### src/rtl/cpu_pkg.sv
// Shared definitions for the instruction fetch slice: default widths and
// the fetch FSM state encoding.
package cpu_pkg;

    localparam int ADDR_WIDTH_DEF = 3;
    localparam int DATA_WIDTH_DEF = 8;

    typedef enum logic [2:0] {
        ST_IDLE    = 3'd0,
        ST_RD_LO   = 3'd1,
        ST_RD_HI   = 3'd2,
        ST_RD_WAIT = 3'd3,
        ST_VALID   = 3'd4
    } fetch_state_e;

endpackage

### src/rtl/instr_fetch_unit_if.sv
// Bundle of the fetch unit's request/response handshake and its byte-wide
// instruction memory port. master = fetch unit side, slave = environment.
interface instr_fetch_unit_if
    import cpu_pkg::*;
#(
    parameter int ADDR_WIDTH = ADDR_WIDTH_DEF,
    parameter int DATA_WIDTH = DATA_WIDTH_DEF
);

    logic                      fetch_req;
    logic                      jump_en;
    logic [ADDR_WIDTH-1:0]     jump_target;
    logic                      instr_ready;
    logic [ADDR_WIDTH-1:0]     mem_addr;
    logic                      mem_rd_en;
    logic [DATA_WIDTH-1:0]     mem_rdata;
    logic [2*DATA_WIDTH-1:0]   instr;
    logic                      instr_valid;
    logic [ADDR_WIDTH-1:0]     pc;
    logic                      busy;

    modport master (
        input  fetch_req,
        input  jump_en,
        input  jump_target,
        input  instr_ready,
        input  mem_rdata,
        output mem_addr,
        output mem_rd_en,
        output instr,
        output instr_valid,
        output pc,
        output busy
    );

    modport slave (
        output fetch_req,
        output jump_en,
        output jump_target,
        output instr_ready,
        output mem_rdata,
        input  mem_addr,
        input  mem_rd_en,
        input  instr,
        input  instr_valid,
        input  pc,
        input  busy
    );

endinterface

### src/rtl/fetch_pc.sv
// Program counter: loads a jump target, advances by one instruction (two
// bytes) on accept, and supplies the wrapped address of the high byte.
module fetch_pc
    import cpu_pkg::*;
#(
    parameter int ADDR_WIDTH = ADDR_WIDTH_DEF
) (
    input  logic                  clk,
    input  logic                  rst,
    input  logic                  jump_en,
    input  logic [ADDR_WIDTH-1:0] jump_target,
    input  logic                  advance,
    output logic [ADDR_WIDTH-1:0] pc,
    output logic [ADDR_WIDTH-1:0] pc_plus1
);

    // Arithmetic is kept at ADDR_WIDTH bits so it wraps modulo memory size.
    localparam logic [ADDR_WIDTH-1:0] ONE = ADDR_WIDTH'(1);
    localparam logic [ADDR_WIDTH-1:0] TWO = ADDR_WIDTH'(2);

    assign pc_plus1 = pc + ONE;

    // Jump has priority over the post-accept increment.
    always_ff @(posedge clk or negedge rst) begin
        if (!rst) begin
            pc <= '0;
        end else if (jump_en) begin
            pc <= jump_target;
        end else if (advance) begin
            pc <= pc + TWO;
        end
    end

endmodule

### src/rtl/instr_fetch_unit.sv
// Instruction fetch unit: reads two consecutive bytes from a byte-wide
// memory with one-cycle read latency and presents them as one instruction
// with a valid/ready handshake. Jumps abort any fetch in progress.
module instr_fetch_unit
    import cpu_pkg::*;
#(
    parameter int ADDR_WIDTH = ADDR_WIDTH_DEF,
    parameter int DATA_WIDTH = DATA_WIDTH_DEF
) (
    input  logic               clk,
    input  logic               rst,
    instr_fetch_unit_if.master bus
);

    fetch_state_e              state;
    logic [2*DATA_WIDTH-1:0]   instr;
    logic                      instr_valid;
    logic [ADDR_WIDTH-1:0]     pc;
    logic [ADDR_WIDTH-1:0]     pc_plus1;
    logic                      accept;
    logic                      mem_rd_en;
    logic [ADDR_WIDTH-1:0]     mem_addr;

    assign accept = (state == ST_VALID) && bus.instr_ready;

    fetch_pc #(
        .ADDR_WIDTH (ADDR_WIDTH)
    ) u_fetch_pc (
        .clk         (clk),
        .rst         (rst),
        .jump_en     (bus.jump_en),
        .jump_target (bus.jump_target),
        .advance     (accept),
        .pc          (pc),
        .pc_plus1    (pc_plus1)
    );

    // Sequencing and byte assembly. Read data for an address issued in one
    // state arrives in the following state, so the low byte is captured at
    // the end of RD_HI and the high byte at the end of RD_WAIT.
    always_ff @(posedge clk or negedge rst) begin
        if (!rst) begin
            state       <= ST_IDLE;
            instr       <= '0;
            instr_valid <= 1'b0;
        end else if (bus.jump_en) begin
            state       <= ST_IDLE;
            instr       <= '0;
            instr_valid <= 1'b0;
        end else begin
            case (state)
                ST_IDLE: begin
                    if (bus.fetch_req) begin
                        state <= ST_RD_LO;
                    end
                end
                ST_RD_LO: begin
                    state <= ST_RD_HI;
                end
                ST_RD_HI: begin
                    instr[DATA_WIDTH-1:0] <= bus.mem_rdata;
                    state                 <= ST_RD_WAIT;
                end
                ST_RD_WAIT: begin
                    instr[2*DATA_WIDTH-1:DATA_WIDTH] <= bus.mem_rdata;
                    instr_valid                      <= 1'b1;
                    state                            <= ST_VALID;
                end
                ST_VALID: begin
                    if (bus.instr_ready) begin
                        instr_valid <= 1'b0;
                        state       <= bus.fetch_req ? ST_RD_LO : ST_IDLE;
                    end
                end
                default: begin
                    state       <= ST_IDLE;
                    instr_valid <= 1'b0;
                end
            endcase
        end
    end

    // Memory port is decoded from state and pc only; it idles at pc.
    always_comb begin
        mem_rd_en = 1'b0;
        mem_addr  = pc;
        case (state)
            ST_RD_LO: begin
                mem_rd_en = 1'b1;
                mem_addr  = pc;
            end
            ST_RD_HI: begin
                mem_rd_en = 1'b1;
                mem_addr  = pc_plus1;
            end
            default: begin
                mem_rd_en = 1'b0;
                mem_addr  = pc;
            end
        endcase
    end

    assign bus.mem_rd_en   = mem_rd_en;
    assign bus.mem_addr    = mem_addr;
    assign bus.instr       = instr;
    assign bus.instr_valid = instr_valid;
    assign bus.pc          = pc;
    assign bus.busy        = (state != ST_IDLE);

endmodule

### src/flat_wrapper.sv
// flat-port wrapper written by rule: the top's interface ports become plain ports
module instr_fetch_unit_flat import cpu_pkg::*;
#(
    parameter int ADDR_WIDTH = ADDR_WIDTH_DEF,
    parameter int DATA_WIDTH = DATA_WIDTH_DEF
)
  (clk, rst, bus_fetch_req, bus_jump_en, bus_jump_target, bus_instr_ready, bus_mem_rdata, bus_mem_addr, bus_mem_rd_en, bus_instr, bus_instr_valid, bus_pc, bus_busy);
  instr_fetch_unit_if #(.ADDR_WIDTH(ADDR_WIDTH), .DATA_WIDTH(DATA_WIDTH)) bus_i ();
  input  logic clk;
  input  logic rst;
  input wire logic [$bits(bus_i.fetch_req)-1:0] bus_fetch_req;
  input wire logic [$bits(bus_i.jump_en)-1:0] bus_jump_en;
  input wire logic [$bits(bus_i.jump_target)-1:0] bus_jump_target;
  input wire logic [$bits(bus_i.instr_ready)-1:0] bus_instr_ready;
  input wire logic [$bits(bus_i.mem_rdata)-1:0] bus_mem_rdata;
  output wire logic [$bits(bus_i.mem_addr)-1:0] bus_mem_addr;
  output wire logic [$bits(bus_i.mem_rd_en)-1:0] bus_mem_rd_en;
  output wire logic [$bits(bus_i.instr)-1:0] bus_instr;
  output wire logic [$bits(bus_i.instr_valid)-1:0] bus_instr_valid;
  output wire logic [$bits(bus_i.pc)-1:0] bus_pc;
  output wire logic [$bits(bus_i.busy)-1:0] bus_busy;
  assign bus_i.fetch_req = bus_fetch_req;
  assign bus_i.jump_en = bus_jump_en;
  assign bus_i.jump_target = bus_jump_target;
  assign bus_i.instr_ready = bus_instr_ready;
  assign bus_i.mem_rdata = bus_mem_rdata;
  assign bus_mem_addr = bus_i.mem_addr;
  assign bus_mem_rd_en = bus_i.mem_rd_en;
  assign bus_instr = bus_i.instr;
  assign bus_instr_valid = bus_i.instr_valid;
  assign bus_pc = bus_i.pc;
  assign bus_busy = bus_i.busy;
  instr_fetch_unit #(.ADDR_WIDTH(ADDR_WIDTH), .DATA_WIDTH(DATA_WIDTH)) u_core (.clk(clk), .rst(rst), .bus(bus_i));
endmodule
### config.mk
export PLATFORM = sky130hd
export DESIGN_NAME = instr_fetch_unit_flat
export DESIGN_NICKNAME = d
export VERILOG_FILES = /design/src/rtl/cpu_pkg.sv /design/src/rtl/instr_fetch_unit_if.sv /design/src/rtl/fetch_pc.sv /design/src/rtl/instr_fetch_unit.sv /design/src/flat_wrapper.sv
export SDC_FILE = /design/constraint.sdc
export NUM_CORES = 1
export LEC_CHECK = 0
export ABC_AREA = 1
export CAP_MARGIN = 20
export CORE_UTILIZATION = 46
export CTS_CLUSTER_SIZE = 30
export DETAILED_ROUTE_END_ITERATION = 7
export PLACE_DENSITY = 0.89
export SKIP_CTS_REPAIR_TIMING = 1
export SLEW_MARGIN = 15
export SYNTH_ARGS = -nofsm -noshare
export SYNTH_HDL_FRONTEND = slang
export SYNTH_HIERARCHICAL = 1
export SYNTH_SLANG_ARGS = --single-unit
### constraint.sdc
create_clock -name clk -period 3.7 [get_ports clk]
set_input_delay 0.555 -clock clk [delete_from_list [all_inputs] [get_ports clk]]
set_output_delay 0.555 -clock clk [all_outputs]
set_load 0.02 [all_outputs]
* After elaboration in Yosys (flattened, before gate mapping)
Cells that the tools add are included.
** Word-level totals
- Register bits after elaboration :: 23
- Input bits :: 16
- Output and inout port bits :: 25
- Word-level logic and storage cells :: 39
** Cells by class
- $add $sub $neg :: 2
- Equal/unequal tests :: 7
- Multiplexer cells :: 15
- Reductions and logical operators :: 10
** Operators with widths (number)
- $mux 3 :: 6
- $mux 16 :: 1
- $mux 8 :: 2
- $pmux 3 s5 :: 1
- $eq 3x2->1 const B :: 2
- $ne 3x3->1 const B :: 2
- $reduce_bool 2->1 :: 3
- $mux 1 :: 4
- $reduce_and 2->1 :: 2
- $add 3x1->3 const B :: 1
- $add 3x2->3 const B :: 1
- $eq 3x1->1 const B :: 1
- $eq 3x3->1 const B :: 1
- $logic_not 3->1 :: 1
- $pmux 1 s3 :: 1
- $reduce_bool 3->1 :: 1
- $reduce_or 3->1 :: 1
- $ne 2x1->1 const B :: 1
- $reduce_or 2->1 :: 1
- $logic_and 1x1->1 :: 1

* Logic depth before layout (Yosys ltp)
- Word-level depth :: 4
- Depth in mapped cells :: 6
- Depth with buffers taken out :: 5

* Cells and area by module
The synthesis kept the hierarchy.
** By module, submodules not included
- instr_fetch_unit :: instances 1, cells an instance 100, area an instance 910.9 µm², seq. area each 500.5 µm²
- fetch_pc :: instances 1, cells an instance 22, area an instance 171.4 µm², seq. area each 75.1 µm²

* Worst setup path before layout
OpenSTA, ideal clock, no wires.
- Path kind :: flip-flop to output port
- From :: reg u_core.state[0]
- To :: out bus_mem_rd_en
- Arrival time :: 1.105 ns
- Data required time :: 3.145 ns
- Slack :: 2.040 ns
- Cell stages (with the launch flop) :: 3
- Buffers on the path :: 0
- Cells stage by stage :: dfrtp_1 -> nand2_1 -> nor3b_1
** Between the ends
- Word-level cells in the longest chain between the ends :: 3
- Elaborated cells on any way between the ends :: 4
- Those cells by class :: eq/ne (2); mux (1); reduce/logical (1)
** RTL lines
- start: declaration :: line instr_fetch_unit.sv:15 : fetch_state_e state;
- start signal: assignment :: line instr_fetch_unit.sv:72 : state <= bus.fetch_req ? ST_RD_LO : ST_IDLE;
- $eq 3x1->1 or $eq 3x2->1 (tied branches) :: line instr_fetch_unit.sv:87 : case (state)
- $reduce_or 2->1 (no source line) *
- $mux 1 * :: line instr_fetch_unit.sv:87
- end: declaration :: line flat_wrapper.sv:17 : output wire logic [$bits(bus_i.mem_rd_en)-1:0] bus_mem_rd_en;
Every way passes the cells marked *; elsewhere a longest branch is shown, timed or not.

* Worst setup path in the final report
- From :: reg u_core.u_fetch_pc.pc[1]
- To :: out bus_mem_addr[2]
** Between the ends
- Word-level cells in the longest chain between the ends :: 2
** RTL lines
- start: declaration :: line fetch_pc.sv:13 : output logic [ADDR_WIDTH-1:0] pc,
- start signal: assignment :: line fetch_pc.sv:28 : pc <= jump_target;
- start signal: assignment :: line fetch_pc.sv:30 : pc <= pc + TWO;
- $add 3x1->3 :: line fetch_pc.sv:21 : assign pc_plus1 = pc + ONE;
- named net u_core.pc_plus1[2] :: line instr_fetch_unit.sv:19 : logic [ADDR_WIDTH-1:0] pc_plus1;
- $mux 3 :: line instr_fetch_unit.sv:87
- end: declaration :: line flat_wrapper.sv:16 : output wire logic [$bits(bus_i.mem_addr)-1:0] bus_mem_addr;
The timed path passes the listed nets, and every way through them passes these cells.

==> qor.yml <==
viasPerCell: 4.98
syn_nets: 139
cts_htree_levels: 1
dr_wl_met3_um: 197
seq_area_frac_synth: 0.532
async_flop_share: 1.00
cts.clk_slew.worst_paths_ns: 0.13
synthCells: 122
fin_area_sq_um: 1550
gr-total-overflow: 0
ys.flop_type: "dfrtp_1"
finalSetupViolCount: 0
clockBufferDepth: 2
critPathRequiredTime_ns: 3.14
netlist.top_cell.by_area: "dfrtp_1"
yosys-top-cells-area: "dfrtp_1 53%, nand2_1 11%, o21ai_2 6.5%"
slew_violations: 0
numCtsBuffers: 3
netlist.area_leader.share: 0.532
yosysUniqueCellTypes: 20
drt_wl_total_um: 2490
wl_met2_um: 1280
fin_crit_ns: 2.46
drc_errors: 0
dieArea_sq_um: 2550
n_antenna_cell: 0
core.rowCount: 17
period_share: 0.664
layout.cells.non_filler: 194
place_congestion: 0.778
grt_antenna_before_repair: 0
tightest_slew_ns: 0.430
ioPinCount: 41
synth_warnings: 6
die_h_um: 50.5
syn_area_sq_um: 1080
rsz0062_at_grt: "false"
fin_setup_tns_ns: 0
grt_pass1_vias: 969
slew_headroom: 0.712
cp_slowest_cell: "clkdlybuf4s50_1"
crit_path_start_kind: "flop"
placed_area_sq_um: 1510
grt_pass1_wl_um: 4030
multi_input_area_sq_um: 435
power_density_nw_per_um2: 353
initial_utilization: 0.489
clock_skew_ns: 0.0164
finalHoldViolCount: 0
firstDrtPassIters: 4
ir_drop_mv: 0.251
max_freq_mhz: 407
crit_type: "flop to primary output"
cts_sinks: 23
drive_above_1_share: 0.139
grt_max_degree: 24
cts_root_buf: "clkbuf_4"
p_leak_nw: 0.757
crit_path_cell_trace: "ha_1 > xor2_1 > nand3_1 > nand2_1 > clkdlybuf4s50_1"
area_delta_synth_final_pct: 43.1
cap_violations: 0
vias: 966
final_antenna_net_count: 0
cp_max_fo: 6
fill_cells: 193
cp.arrival_ns: 1.90
syn_avg_cell_area_sq_um: 8.87
wl_met1_um: 994
yosys.cell_count.top_type: "nand2_1"
insertion_delay_ns: 0.31
core_sq_um: 2210
critPathCaptureType: "primary output"
hp-class: "flop to flop"
status: "complete, no violations"
ys_ff_latch: 23
crit_path_max_incr_delay_ns: 0.59
highest_layer: "met4"
power_uw: 547
numPortBuffers: 40
die_w_um: 50.5
cts_tree: "built"
final_nets: 184
register_area_sq_um: 576
place_inst: 189
synth_common_cells: "32 x nand2_1, 23 x dfrtp_1, 13 x inv_1, 13 x nand3_1, 10 x o21ai_0"
initialDrtViolationCount: 16
post_drt_wl_per_cell_um: 12.8
synth_edf_count: 0
holdWs_ns: 0.484
grt_use_total: 0.209
place_hpwl_um: 1860
cell type report:
cell class,count,share of cell area
flip-flops and latches,23,0.372
multi-input cells,82,0.281
repair buffers,41,0.268
inverters,16,0.0388
well taps,28,0.0226
clock buffers,3,0.0145
clock inverters,1,0.00323
final timing paths:
kind | startpoint | endpoint | slack, ns | cells past startpoint
max in group asynchronous | rst | u_core/bus.instr[14]$_DFFE_PN0P_ | 2.79 | 2
min | u_core/bus.instr_valid$_DFFE_PN0P_ | u_core/bus.instr_valid$_DFFE_PN0P_ | 0.48 | 2
max reg2reg | u_core/state[0]$_DFFE_PN0P_ | u_core/u_fetch_pc/pc[2]$_DFFE_PN0P_ | 2.37 | 5
min in group asynchronous | rst | u_core/bus.instr[2]$_DFFE_PN0P_ | 0.50 | 1
max | u_core/u_fetch_pc/pc[1]$_DFFE_PN0P_ | bus_mem_addr[2] | 1.24 | 5
min reg2reg | u_core/bus.instr_valid$_DFFE_PN0P_ | u_core/bus.instr_valid$_DFFE_PN0P_ | 0.48 | 2
layer usage:
metal	track usage	vias up
li1	-	479
met4	0.0648	0
met3	0.0424	2
met2	0.387	47
met5	0	-
met1	0.238	438
cell usage in the layout (no fill, tap or decap):
cell and count:
buf_8 1, and3_2 1, nand3_1 13, nor2_4 2
nor3b_1 1, clkinv_2 1, ha_1 1, nand2_2 1
o21ai_2 8, nand4_1 1, nor3_1 1, inv_1 13
inv_2 3, nor2_2 1, nand3_2 1, nand2_1 32
xor2_1 1, nor2_1 7, nand2_4 1, dfrtp_1 23
o21ai_0 10, clkdlybuf4s50_1 40, clkbuf_4 3
sequential cells by signal, indices dropped and copies added, names as in the netlist:
name,flops
u_core/bus.instr,16
u_core/state,3
u_core/u_fetch_pc/pc,3
u_core/bus.instr_valid,1
where the power goes:
group	switching [mW]	internal, mW
logic	0.0835	0.0699
clock network	0.0728	0.0403
registers	0.0142	0.266
critical path: cells and delay by family, from the launching register on:
family                     cells  cell delay (ns)
xor gates and xnor gates       1             0.15
adders and majority gates      1             0.22
buffers and inverters          1             0.59
DFF                            1             0.46
and+or+nand+nor                2             0.16
kinds of logic (layout without fill, tap and decap cells):
| logic type | Yosys count | count (layout) | synth area share |
|---|---|---|---|
| AOI/OAI and AO/OA | 18 | 18 | 0.111 |
| xor gates and xnor gates | 1 | 1 | 0.00809 |
| adders and majority gates | 1 | 1 | 0.0116 |
| buffers and inverters | 17 | 61 | 0.0659 |
| DFF | 23 | 23 | 0.532 |
| and+or+nand+nor | 62 | 62 | 0.272 |
metrics by stage:
stage          worst slack [ns]  utilization
2_1_floorplan              2.04            -
3_5_place_dp               1.61        0.681
3_3_place_gp               1.64        0.681
4_1_cts                    1.24        0.693
6_report                   1.24        0.700
5_1_grt                    1.15        0.700
No activity file was read; power rests on OpenSTA's default activity.
